## src/rtl/id_ex_skid_reg_pkg.sv

```systemverilog
// Shared RV32I decode/execute types for the ID/EX boundary register.
package id_ex_skid_reg_pkg;

  typedef logic [31:0] rv32i_word;

  typedef struct packed {
    logic [3:0] alu_op;
    logic       alu_src;
    logic       mem_read;
    logic       mem_write;
    logic       reg_write;
    logic       branch;
    logic       jump;
  } rv32i_control_word;

  typedef struct packed {
    rv32i_control_word ctrl;
    rv32i_word         immediate;
    logic [4:0]        rs1;
    logic [4:0]        rs2;
    logic [4:0]        rd;
    rv32i_word         pc;
    rv32i_word         instr_data;
  } rv32i_instr_word;

  // Encoding doubles as the number of held entries.
  typedef enum logic [1:0] {
    EMPTY = 2'd0,
    ONE   = 2'd1,
    TWO   = 2'd2
  } skid_state_t;

endpackage

```

## src/rtl/id_ex_skid_reg.sv

```systemverilog
// Decode-to-execute boundary: two-entry skid buffer carrying the packed
// instruction word, with the head entry also exposed field by field.
//
// state | meaning
// EMPTY | nothing held, out_valid low, main zeroed
// ONE   | head word in main
// TWO   | head in main, next word parked in skid (SKID_EN=1 only)
module id_ex_skid_reg
  import id_ex_skid_reg_pkg::*;
#(
  parameter bit SKID_EN = 1'b1
) (
  input  logic              clk,
  input  logic              rst,
  input  logic              in_valid,
  output logic              in_ready,
  input  rv32i_instr_word   in_word,
  input  logic              flush,
  output logic              out_valid,
  input  logic              out_ready,
  output rv32i_instr_word   out_word,
  output rv32i_control_word out_ctrl,
  output logic [31:0]       out_immediate,
  output logic [4:0]        out_rs1,
  output logic [4:0]        out_rs2,
  output logic [4:0]        out_rd,
  output logic [31:0]       out_pc,
  output logic [31:0]       out_instr_data,
  output logic [1:0]        occupancy
);

  skid_state_t     state;
  rv32i_instr_word main_q;
  rv32i_instr_word skid_q;
  logic            ready_q;
  logic            in_fire;
  logic            out_fire;

  // ready_q holds in_ready low during reset and for the remainder of the
  // cycle in which reset is released.
  assign in_ready  = ready_q & (SKID_EN ? (state != TWO) : (!out_valid | out_ready));
  assign out_valid = (state != EMPTY);
  assign in_fire   = in_valid & in_ready;
  assign out_fire  = out_valid & out_ready;
  assign occupancy = state;

  always_ff @(posedge clk or posedge rst) begin
    if (rst) begin
      state   <= EMPTY;
      main_q  <= '0;
      skid_q  <= '0;
      ready_q <= 1'b0;
    end else begin
      ready_q <= 1'b1;
      if (flush) begin
        state  <= EMPTY;
        main_q <= '0;
        skid_q <= '0;
      end else begin
        case (state)
          EMPTY: begin
            if (in_fire) begin
              main_q <= in_word;
              state  <= ONE;
            end
          end
          ONE: begin
            if (in_fire && out_fire) begin
              main_q <= in_word;
            end else if (in_fire && SKID_EN) begin
              skid_q <= in_word;
              state  <= TWO;
            end else if (out_fire) begin
              main_q <= '0;
              state  <= EMPTY;
            end
          end
          TWO: begin
            if (out_fire) begin
              main_q <= skid_q;
              skid_q <= '0;
              state  <= ONE;
            end
          end
          default: begin
            state  <= EMPTY;
            main_q <= '0;
            skid_q <= '0;
          end
        endcase
      end
    end
  end

  // main is zeroed whenever the stage empties, so fields read 0 when invalid.
  assign out_word       = main_q;
  assign out_ctrl       = main_q.ctrl;
  assign out_immediate  = main_q.immediate;
  assign out_rs1        = main_q.rs1;
  assign out_rs2        = main_q.rs2;
  assign out_rd         = main_q.rd;
  assign out_pc         = main_q.pc;
  assign out_instr_data = main_q.instr_data;

endmodule
```

## config.mk

```make
export PLATFORM = sky130hd
export DESIGN_NAME = id_ex_skid_reg
export DESIGN_NICKNAME = d
export VERILOG_FILES = /design/src/rtl/id_ex_skid_reg_pkg.sv /design/src/rtl/id_ex_skid_reg.sv
export SDC_FILE = /design/constraint.sdc
export NUM_CORES = 1
export LEC_CHECK = 0
export CORE_MARGIN = 2
export CORE_UTILIZATION = 35
export CTS_BUF_LIST = sky130_fd_sc_hd__clkbuf_4 sky130_fd_sc_hd__clkbuf_8 sky130_fd_sc_hd__clkbuf_16
export DETAILED_ROUTE_END_ITERATION = 12
export PLACE_DENSITY = 0.61
export SLEW_MARGIN = 20
export SYNTH_ARGS = -nofsm -noshare
export SYNTH_HDL_FRONTEND = slang
export SYNTH_SLANG_ARGS = --single-unit
```

## constraint.sdc

```tcl
create_clock -name clk -period 14.2 [get_ports clk]
set_input_delay 2.84 -clock clk [delete_from_list [all_inputs] [get_ports clk]]
set_output_delay 2.84 -clock clk [all_outputs]
set_load 0.05 [all_outputs]
```

==> results.sh, run 1 <==
export IMPL_detailroute_via_count=10480
export IMPL_number_of_antenna_violating_nets_in_the_routed_design=0
export IMPL_n_antenna_cell=0
export IMPL_worstPathRequired_ns=11.36
export IMPL_cts_hold_buffers=0
export IMPL_min_from="skid_q[101]"
export IMPL_postSynth_asyncResetShare_pct=100.0
export IMPL_drt_pre_antenna_iters=5
export IMPL_drive_above_1_share_pct=12.87
export IMPL_yosysUniqueCellTypes=29
export IMPL_post_synthesis_cell_count=1357
export IMPL_post_detail_place_hpwl_mm=22.37
export IMPL_route_final_wire_length_mm=37.49
export IMPL_total_of_buffers_placed_on_input_and_output_ports=371
export IMPL_timing_hold_worst_class="reg -> reg"
export IMPL_finalHoldViolCount=0
export IMPL_design_die_area_mm2=0.03907
export IMPL_detailedPlace_worstSlack_ns=8.264
export IMPL_fillCellCount=3517
export IMPL_htreeDepth=1
export IMPL_start_util_pct=35.68
export IMPL_groute_usage_overall_pct=18.90
export IMPL_cts_tree="built"
export IMPL_grt_pass1_wl_mm=59.58
export IMPL_cts_root_to_sink_buffers=3
export IMPL_post_cts_resized=0
export IMPL_sequentialPowerShare_pct=34.4
export IMPL_critPathCaptureType="output port"
export IMPL_intPower_mw=1.456
export IMPL_ys_warnings_count=0
export IMPL_timing_critical_path_from_type="flip-flop"
export IMPL_die_w_um=197.7
export IMPL_floorplan_core_area_mm2=0.03679
export IMPL_first_global_vias=10610
export IMPL_cts_setup_buffers=0
export IMPL_crit_arrival_ns=3.60
export IMPL_post_drt_wl_per_cell_um=18.54
export IMPL_worst_r2r_endpoint="out_rs2[2]"
export IMPL_placement_cell_area_mm2=0.01606
export IMPL_synth_fp_nets=1483
export IMPL_r2r_cells=7
export IMPL_fin_nets=1658
export IMPL_synth_yosys_seq_area_share_pct=46.71
export IMPL_max_freq_ghz=0.1552
export IMPL_area_growth_syn_to_layout_pct=29.54
export IMPL_r2r_start="occupancy[1]"
export IMPL_postLayoutCellArea_mm2=0.01700
export IMPL_yosys_most_used_dff="sky130_fd_sc_hd__dfrtp_1"
export IMPL_ys_ff_latch=245
export IMPL_clockRootBuffer="sky130_fd_sc_hd__clkbuf_16"
export IMPL_grt_max_degree=124
export IMPL_cts_sink_count=245
export IMPL_timing_critical_path_fanout_max=70
export IMPL_final_setup_skew_ns=0.01476
export IMPL_worst_setup_path_type="reg -> out"
export IMPL_worstHoldEndpoint="skid_q[101]"
export IMPL_holdWs_ns=0.5278
export IMPL_maxCapViolCount=0
export IMPL_post_synth_top_area_cell="sky130_fd_sc_hd__dfrtp_1"
export IMPL_timing_hold_worst_path_depth=2
export IMPL_pwr_share_comb_pct=34.2
export IMPL_rsz0062_at_grt="no"
export IMPL_synth_edf_count=0
export IMPL_fin_tns_setup_ns=0
export IMPL_power_per_cell_area_mw_per_mm2=138.0
export IMPL_timing_slew_headroom_pct=28.27
export IMPL_run_status="finished clean"
export IMPL_power_leakage_nw=6.802
export IMPL_viasPerCell=5.185
export IMPL_synth_cell_area_mm2=0.01313
export IMPL_clock_buffer_count_from_cts=28
export IMPL_reg2reg_setup_slack_ns=9.83
export IMPL_slew_viol_final=0
export IMPL_floorplan_die_height_um=197.7
export IMPL_clk_insertion_delay_late_ns=0.55
export IMPL_drcViolationCount=0
export IMPL_worstMarginPinSlew_ns=1.076
export IMPL_io_pins=372
export IMPL_place_congestion=0.7629
export IMPL_dr_first_iter_drc_count=525
export IMPL_setup_viol=0
export IMPL_p_clk_share_pct=31.4
export IMPL_post_synth_cell_area_avg_um2=9.673
export IMPL_timing_final_ws_setup_ns=7.758
export IMPL_synthDominantCellAreaShare_pct=46.71
export IMPL_grt_overflow_total=0
export IMPL_worst_setup_hold_path_clk_slew_ns=0.06
export IMPL_power_switching_share_pct=37.96
export IMPL_power_net_switching_uw=890.8
export IMPL_synth_top_cells_by_area="sky130_fd_sc_hd__dfrtp_1, sky130_fd_sc_hd__mux2_2, sky130_fd_sc_hd__buf_4"
export IMPL_layout_worst_path_cycle_share_pct=45.37
export IMPL_number_of_antenna_violations_at_the_first_check_in_global_routing=1
export IMPL_fp_row_count=70
export IMPL_peakVddDrop_uv=80.40
export IMPL_final_period_minus_worst_setup_slack_ns=6.442
[cells in the mapped netlist, drive strengths merged, types with 2 or more instances]
cell / number
clkbuf: 45
nor2: 124
nand3: 122
o21ai: 121
nand2: 2
buf: 196
nand3b: 2
dfrtp: 245
a22oi: 121
nand2b: 123
a21oi: 123
mux2: 121
[registers in the layout (all words and copies together) (netlist names)]
name and count:
occupancy 2, out_ctrl 10, out_immediate 32, out_instr_data 32, out_pc 32, out_rd 5
out_rs1 5, out_rs2 5, ready_q 1, skid_q 121
[layout by cell type (no fill, tap or decap), drive strengths merged]
cell	instances
nand2	2
buf	16
o21ai	121
or2	1
nor4b	1
conb	1
nand4b	1
nand2b	123
a22oi	121
dfrtp	245
and2	1
o21ba	1
and3b	1
a31oi	1
inv	1
o22a	1
nor2	124
clkbuf	47
nor3b	1
a211oi	1
clkinv	5
clkdlybuf4s50	370
mux2	121
a21oi	123
nand3	122
nand3b	2
[layout make-up]
type	count	area, um^2	share of cell area (%)
multi-input combinational	870	5500	32.35
sequential	245	6135	36.08
clock inverter	5	25.02	0.1472
tap	468	585.6	3.444
clock buffer	47	923.4	5.430
timing repair buffer	386	3824	22.49
inverter	1	11.26	0.06623
[through the flow]
step / power [mW] / util [%] / cells
CTS: 2.375 / 46.22 / 2022
detailed placement: 1.629 / 43.65 / 1970
floorplan: 1.400 / - / 1357
finish: 2.347 / 46.22 / 2022
global route: 2.440 / 46.22 / 2022
global placement: 1.624 / 43.65 / 1970
[per-layer routing]
layer	global-route usage (%)	share of wire (%)
met1	25.20	45
met2	32.42	48
met3	3.329	5.5
met4	3.397	1.3
met5	0	0.032
[critical path, cell delays in order (launching register included)]
cell and delay, ns:
sky130_fd_sc_hd__dfrtp_4 1.03, sky130_fd_sc_hd__buf_4 0.90, sky130_fd_sc_hd__nand2b_1 0.15, sky130_fd_sc_hd__and2_1 0.22
sky130_fd_sc_hd__clkdlybuf4s50_1 0.71
[worst max-delay path by stage]
stage | from | end | slack [ns] | cells past startpoint
2_1_floorplan | rst | occupancy[0] | 4.63 | 1
3_5_place_dp | occupancy[1] | in_ready | 8.26 | 4
4_1_cts | occupancy[1] | in_ready | 7.68 | 4
3_3_place_gp | occupancy[1] | in_ready | 8.23 | 4
5_1_grt | occupancy[1] | in_ready | 7.54 | 4
6_report | occupancy[1] | in_ready | 7.76 | 4
[cell families after synthesis]
| logic type | count (synthesis) | synth area share [%] |
|---|---|---|
| buffers and inverters | 242 | 11.64 |
| other | 1 | 0.02857 |
| and+or+nand+nor | 379 | 14.65 |
| DFF | 245 | 46.71 |
| muxes | 121 | 10.38 |
| AOI/OAI and AO/OA | 369 | 16.60 |
[power groups by stage]
stage	clock network (mW)	registers, mW	logic (mW)
floorplan	0	0.991	0.409
global placement	0	0.820	0.804
detailed placement	0	0.821	0.807
CTS	0.756	0.810	0.809
global route	0.783	0.817	0.841
finish	0.736	0.808	0.803
Power figures use the tool's default switching activity.
==> run 2, diff against run 1 <==
==> constraint.sdc (replaced) <==
create_clock -name clk -period 6.7 [get_ports clk]
set_input_delay 1.34 -clock clk [delete_from_list [all_inputs] [get_ports clk]]
set_output_delay 1.34 -clock clk [all_outputs]
set_load 0.05 [all_outputs]
==> run 2 against run 1 <==
  * Core utilization up 0.46 points
  * Die area unchanged
  * Design area up 0.99%
  * Via count down 0.21%
  * Global-route usage down 0.58 points
  * Largest cell class unchanged
  * Sequential share of layout area down 0.35 points
==> results.sh, run 2 (synthesis gave the netlist of run 1 again) <==
export IMPL_number_of_antenna_violating_nets_in_the_routed_design=0
export IMPL_dr_first_iter_drc_count=697
export IMPL_rsz0062_at_grt="no"
export IMPL_post_detail_place_hpwl_mm=22.48
export IMPL_drive_above_1_share_pct=13.09
export IMPL_power_per_cell_area_mw_per_mm2=297.5
export IMPL_layoutNonFillerInstCount=2026
export IMPL_die_w_um=197.7
export IMPL_io_pins=372
export IMPL_crit_arrival_ns=3.04
export IMPL_power_leakage_nw=6.859
export IMPL_maxCapViolCount=0
export IMPL_timing_critical_path_fanout_max=43
export IMPL_cp_buffers_inverters=2
export IMPL_worstMarginPinSlew_ns=1.007
export IMPL_dpl_cell_count=1974
export IMPL_number_of_antenna_violations_at_the_first_check_in_global_routing=1
export IMPL_cts_root_to_sink_buffers=3
export IMPL_worstPathRequired_ns=5.36
export IMPL_largest_register_ff_count=121
export IMPL_clk_insertion_delay_late_ns=0.56
export IMPL_worst_setup_path_type="reg -> out"
export IMPL_detailedPlace_worstSlack_ns=2.812
export IMPL_fin_tns_setup_ns=0
export IMPL_place_congestion=0.7364
export IMPL_grt_max_degree=128
export IMPL_cts_hold_buffers=0
export IMPL_slowest_cell_delay_on_critical_path_ns=0.80
export IMPL_viasPerCell=5.164
export IMPL_area_growth_syn_to_layout_pct=30.82
export IMPL_layout_worst_path_cycle_share_pct=65.39
export IMPL_timing_slew_headroom_pct=32.85
export IMPL_worst_setup_hold_path_clk_slew_ns=0.06
export IMPL_setup_viol=0
export IMPL_fin_nets=1663
export IMPL_clockRootBuffer="sky130_fd_sc_hd__clkbuf_16"
export IMPL_timing_final_ws_setup_ns=2.319
export IMPL_drcViolationCount=0
export IMPL_floorplan_core_area_mm2=0.03679
export IMPL_groute_usage_overall_pct=18.32
export IMPL_critPathCaptureType="output port"
export IMPL_post_drt_wl_per_cell_um=18.18
export IMPL_timing_hold_worst_class="reg -> reg"
export IMPL_final_setup_skew_ns=0.02240
export IMPL_post_cts_resized=0
export IMPL_peakVddDrop_uv=193.3
export IMPL_max_freq_ghz=0.2283
export IMPL_fp_row_count=70
export IMPL_design_die_area_mm2=0.03907
export IMPL_detailroute_via_count=10460
export IMPL_cts_sink_count=245
export IMPL_path_cells="buf_4, or2_2, clkdlybuf4s50_1"
export IMPL_drt_pre_antenna_iters=5
export IMPL_start_util_pct=35.68
export IMPL_grt_overflow_total=0
export IMPL_cts_tree="built"
export IMPL_route_final_wire_length_mm=36.83
export IMPL_first_global_vias=10280
export IMPL_final_period_minus_worst_setup_slack_ns=4.381
export IMPL_n_antenna_cell=0
export IMPL_cts_setup_buffers=0
export IMPL_total_of_buffers_placed_on_input_and_output_ports=371
export IMPL_critical_path_slowest_cell="sky130_fd_sc_hd__clkdlybuf4s50_1"
export IMPL_clock_buffer_count_from_cts=29
export IMPL_grt_pass1_wl_mm=58.07
export IMPL_critical_path_top_delay_family="buffers and inverters"
export IMPL_fillCellCount=3491
export IMPL_floorplan_die_height_um=197.7
export IMPL_htreeDepth=1
export IMPL_slew_viol_final=0
export IMPL_mostFrequentLayoutCell="sky130_fd_sc_hd__clkdlybuf4s50_1"
export IMPL_run_status="finished clean"
export IMPL_registers_top_by_ff_count="skid_q"
export IMPL_timing_critical_path_from_type="flip-flop"
export IMPL_most_common_layout_cells="sky130_fd_sc_hd__clkdlybuf4s50_1, sky130_fd_sc_hd__dfrtp_1, sky130_fd_sc_hd__nand2b_1, sky130_fd_sc_hd__a21oi_1, sky130_fd_sc_hd__nand3_1"
export IMPL_finalHoldViolCount=0
run 2: changes by cell type in the layout (fill, tap and decap cells not counted), sizes merged:
cell / before / now
clkinvlp: 0 / 4
buf: 16 / 20
clkinv: 5 / 6
clkbuf: 47 / 37
bufinv: 0 / 5
run 2: final timing paths:
check                             start                end  slack, ns  cells past startpoint
max                        occupancy[1]          out_valid       2.32                      3
min                         skid_q[116]        skid_q[116]       0.53                      2
max reg2reg                occupancy[1]  out_immediate[10]       3.44                      6
min reg2reg                 skid_q[116]        skid_q[116]       0.53                      2
max in group asynchronous           rst       occupancy[1]       4.23                      4
min in group asynchronous           rst         skid_q[11]       1.27                      3
run 2: metal layers:
metal	share of wire, %	track usage (%)	wire length, um
met5	0.035	0	13
met4	2.0	3.926	736
met3	5.9	3.466	2159
met2	48	30.40	17500
met1	45	24.90	16410
run 2: per-stage QoR:
stage | hold WS (ns) | utilization, % | instance area (um^2) | power (mW)
after global routing | 0.5455 | 46.68 | 17170 | 5.312
after global placement | 0.5141 | 43.80 | 16110 | 3.441
after CTS | 0.5309 | 46.68 | 17170 | 5.174
after detailed placement | 0.5187 | 43.87 | 16140 | 3.450
final | 0.5282 | 46.68 | 17170 | 5.109
after floorplan | 0.5003 | - | 13130 | 2.967
run 2: final cells by class:
class	count	area [um^2]	area share [%]
Clock buffer	37	817.0	4.758
Clock inverter	15	215.2	1.253
Inverter	1	7.507	0.04372
Multi-Input combinational cell	870	5500	32.03
Sequential cell	245	6135	35.73
Tap cell	468	585.6	3.410
Timing Repair Buffer	390	3911	22.78
run 2: worst reg2reg max path: cells and delay by family (launching register included):
kind	cells	cell delay, ns
buffers and inverters	2	1.22
flip-flops	1	0.79
AO/OA/AOI/OAI	2	0.79
AND/OR/NAND/NOR	2	0.39
run 2: power breakdown:
group / switching [mW] / internal (mW) / leakage [nW]
registers: 0.110 / 1.60 / 3.21
logic: 1.15 / 0.559 / 3.14
clock network: 0.647 / 1.05 / 0.506
==> RTL change, RTL diff (settings of run 2) <==
Make the reset (`rst`) synchronous in one clocked block.
--- a/src/rtl/id_ex_skid_reg.sv
+++ b/src/rtl/id_ex_skid_reg.sv
@@ -44,7 +44,7 @@
   assign out_fire  = out_valid & out_ready;
   assign occupancy = state;
 
-  always_ff @(posedge clk or posedge rst) begin
+  always_ff @(posedge clk) begin
     if (rst) begin
       state   <= EMPTY;
       main_q  <= '0;
Behaviour: differs if rst is asserted again (counterexample within 4 cycles, from zero or initial values and one cycle with rst high); with rst held inactive, the same outputs for 4 cycles.
==> RTL change against run 2 <==
Clock skew down 0.012 ns; core utilization down 0.29 points; maximum frequency up 12%; setup slack better by 0.49 ns; wire length down 1.8%; synthesized area down 3.7%; count of clock-buffer cells in the layout up 5; non-clock buffer count down 3; synthesized cell count up 0.37%; largest cell class is now multi-input combinational cells; cell area down 3.9%; sequential cell count unchanged.
Power is not compared: it rests on default switching activity, and its combinational part moved more than twofold at a synthesized area within 25%.
==> RTL change: results (changes against run 2) <==
| Metric | Value |
|---|---|
| Outcome | `completed (unchanged)` |
| Worst R2R Setup Slack | `3.08 ns (was 3.44 ns)` |
| Grt met3 use | `0.0351 (was 0.0347)` |
| RR Startpoint | `occupancy[0]$_SDFFE_PP0P_ (was occupancy[1]$_DFFE_PP0P_)` |
| Synth cell types | `26 (was 29)` |
| Routed wl met3 | `2.09 mm (was 2.16 mm)` |
| Met1 Use GR | `0.242 (was 0.249)` |
| Max Used Layer | `met4 (was met5)` |
| Routed length on met2 | `17.1 mm (was 17.5 mm)` |
| Drt via density | `5.10 (was 5.16)` |
| Post-DP HPWL | `21.8 mm (was 22.5 mm)` |
| Crit-path max FO | `61 (was 43)` |
| Worst path max stage delay | `0.88 ns (was 0.80 ns)` |
| GR Util All Layers | `0.183 (about the same)` |
| Worst Path Arrival | `2.56 ns (was 3.04 ns)` |
| Hold Path Origin | `skid_q[8]$_SDFFE_PP0P_ (was skid_q[116]$_DFFE_PP0P_)` |
| Hold Path End | `skid_q[8]$_SDFFE_PP0P_ (was skid_q[116]$_DFFE_PP0P_)` |
| R2r endpoint | `skid_q[105]$_SDFFE_PP0P_ (was out_immediate[10]$_DFFE_PP0P_)` |
| Area contributors post-synth | `dfxtp_1 39%, mux2i_1 19%, o2bb2ai_1 8.4% (was dfrtp_1 47%, mux2_2 10%, buf_4 7.3%)` |
| Pre-CTS WS | `2.64 ns (was 2.81 ns)` |
| Number of global-route vias before repair | `10100 (was 10300)` |
| Hold WS | `0.492 ns (was 0.528 ns)` |
| Synth Net Count | `1488 (was 1483)` |
| Fraction of registers with async set or reset after synthesis | `0 (was 1.00)` |
| Met1 Wirelength | `16.5 mm (was 16.4 mm)` |
| Worst-Margin Slew | `1.07 ns (was 1.01 ns)` |
| Share of cells above drive strength 1 | `0.0463 (was 0.131)` |
| Sequential share of the synthesized area | `0.388 (was 0.467)` |
| Largest net degree at the start of global routing | `166 (was 128)` |
| Leakage | `5.31 nW` |
| Met2 usage in global routing | `0.311 (was 0.304)` |
| List of most frequent post-synthesis cells | `245 x dfxtp_1, 244 x nor2_1, 242 x mux2i_1, 125 x buf_4 (was 245 x dfrtp_1, 127 x buf_4, 123 x a21oi_1, 123 x nand2b_1, 123 x nor2_1)` |
| GPL Wtd Cong | `0.740 (was 0.736)` |
-- RTL change: cell type report --
cell class | instances | area [um^2]
Antenna cell | 2 | 5.00
Clock buffer | 42 | 855
Clock inverter | 6 | 36.3
Fill cell | 3368 | 19100
Inverter | 3 | 11.3
Multi-Input combinational cell | 871 | 6240
Sequential cell | 245 | 4910
Tap cell | 461 | 577
Timing Repair Buffer | 387 | 3870
-- RTL change: cell families (layout without fill, tap and decap cells) --
group           after synthesis  in the layout  share of synthesized area
compound gates              251            251                      0.161
flops                       245            245                      0.388
mux                         242            242                      0.192
simple gates                378            378                      0.139
buf+inv                     246            438                      0.121
other cells                   0              2                          0
-- RTL change: how the worst max path moves through the flow --
| stage | start | to | slack [ns] | depth (start not counted) |
|---|---|---|---|---|
| after floorplan | occupancy[0]$_SDFFE_PP0P_ | in_ready | 3.50 | 4 |
| after global placement | out_ready | out_immediate[18]$_SDFFE_PP0P_ | 2.64 | 6 |
| after detailed placement | out_ready | out_pc[18]$_SDFFE_PP0P_ | 2.64 | 6 |
| after CTS | occupancy[0]$_SDFFE_PP0P_ | in_ready | 2.70 | 3 |
| after global routing | occupancy[0]$_SDFFE_PP0P_ | in_ready | 2.66 | 3 |
| final | occupancy[0]$_SDFFE_PP0P_ | in_ready | 2.80 | 3 |
-- RTL change: tightest hold or removal path, cell delays in order (launching register included) --
cell,delay [ns]
dfxtp_1,0.32
mux2i_1,0.06
nor2_1,0.07
-- RTL change: per-stage QoR --
stage	power, mW	instances
6_report	3.55	2017
2_1_floorplan	1.90	1362
3_3_place_gp	2.10	1966
4_1_cts	3.61	2014
3_5_place_dp	2.10	1966
5_1_grt	3.70	2016
-- RTL change: power by group --
group | switching [mW] | internal [mW]
Clock | 0.609 | 0.875
Sequential | 0.0256 | 1.48
Combinational | 0.343 | 0.222
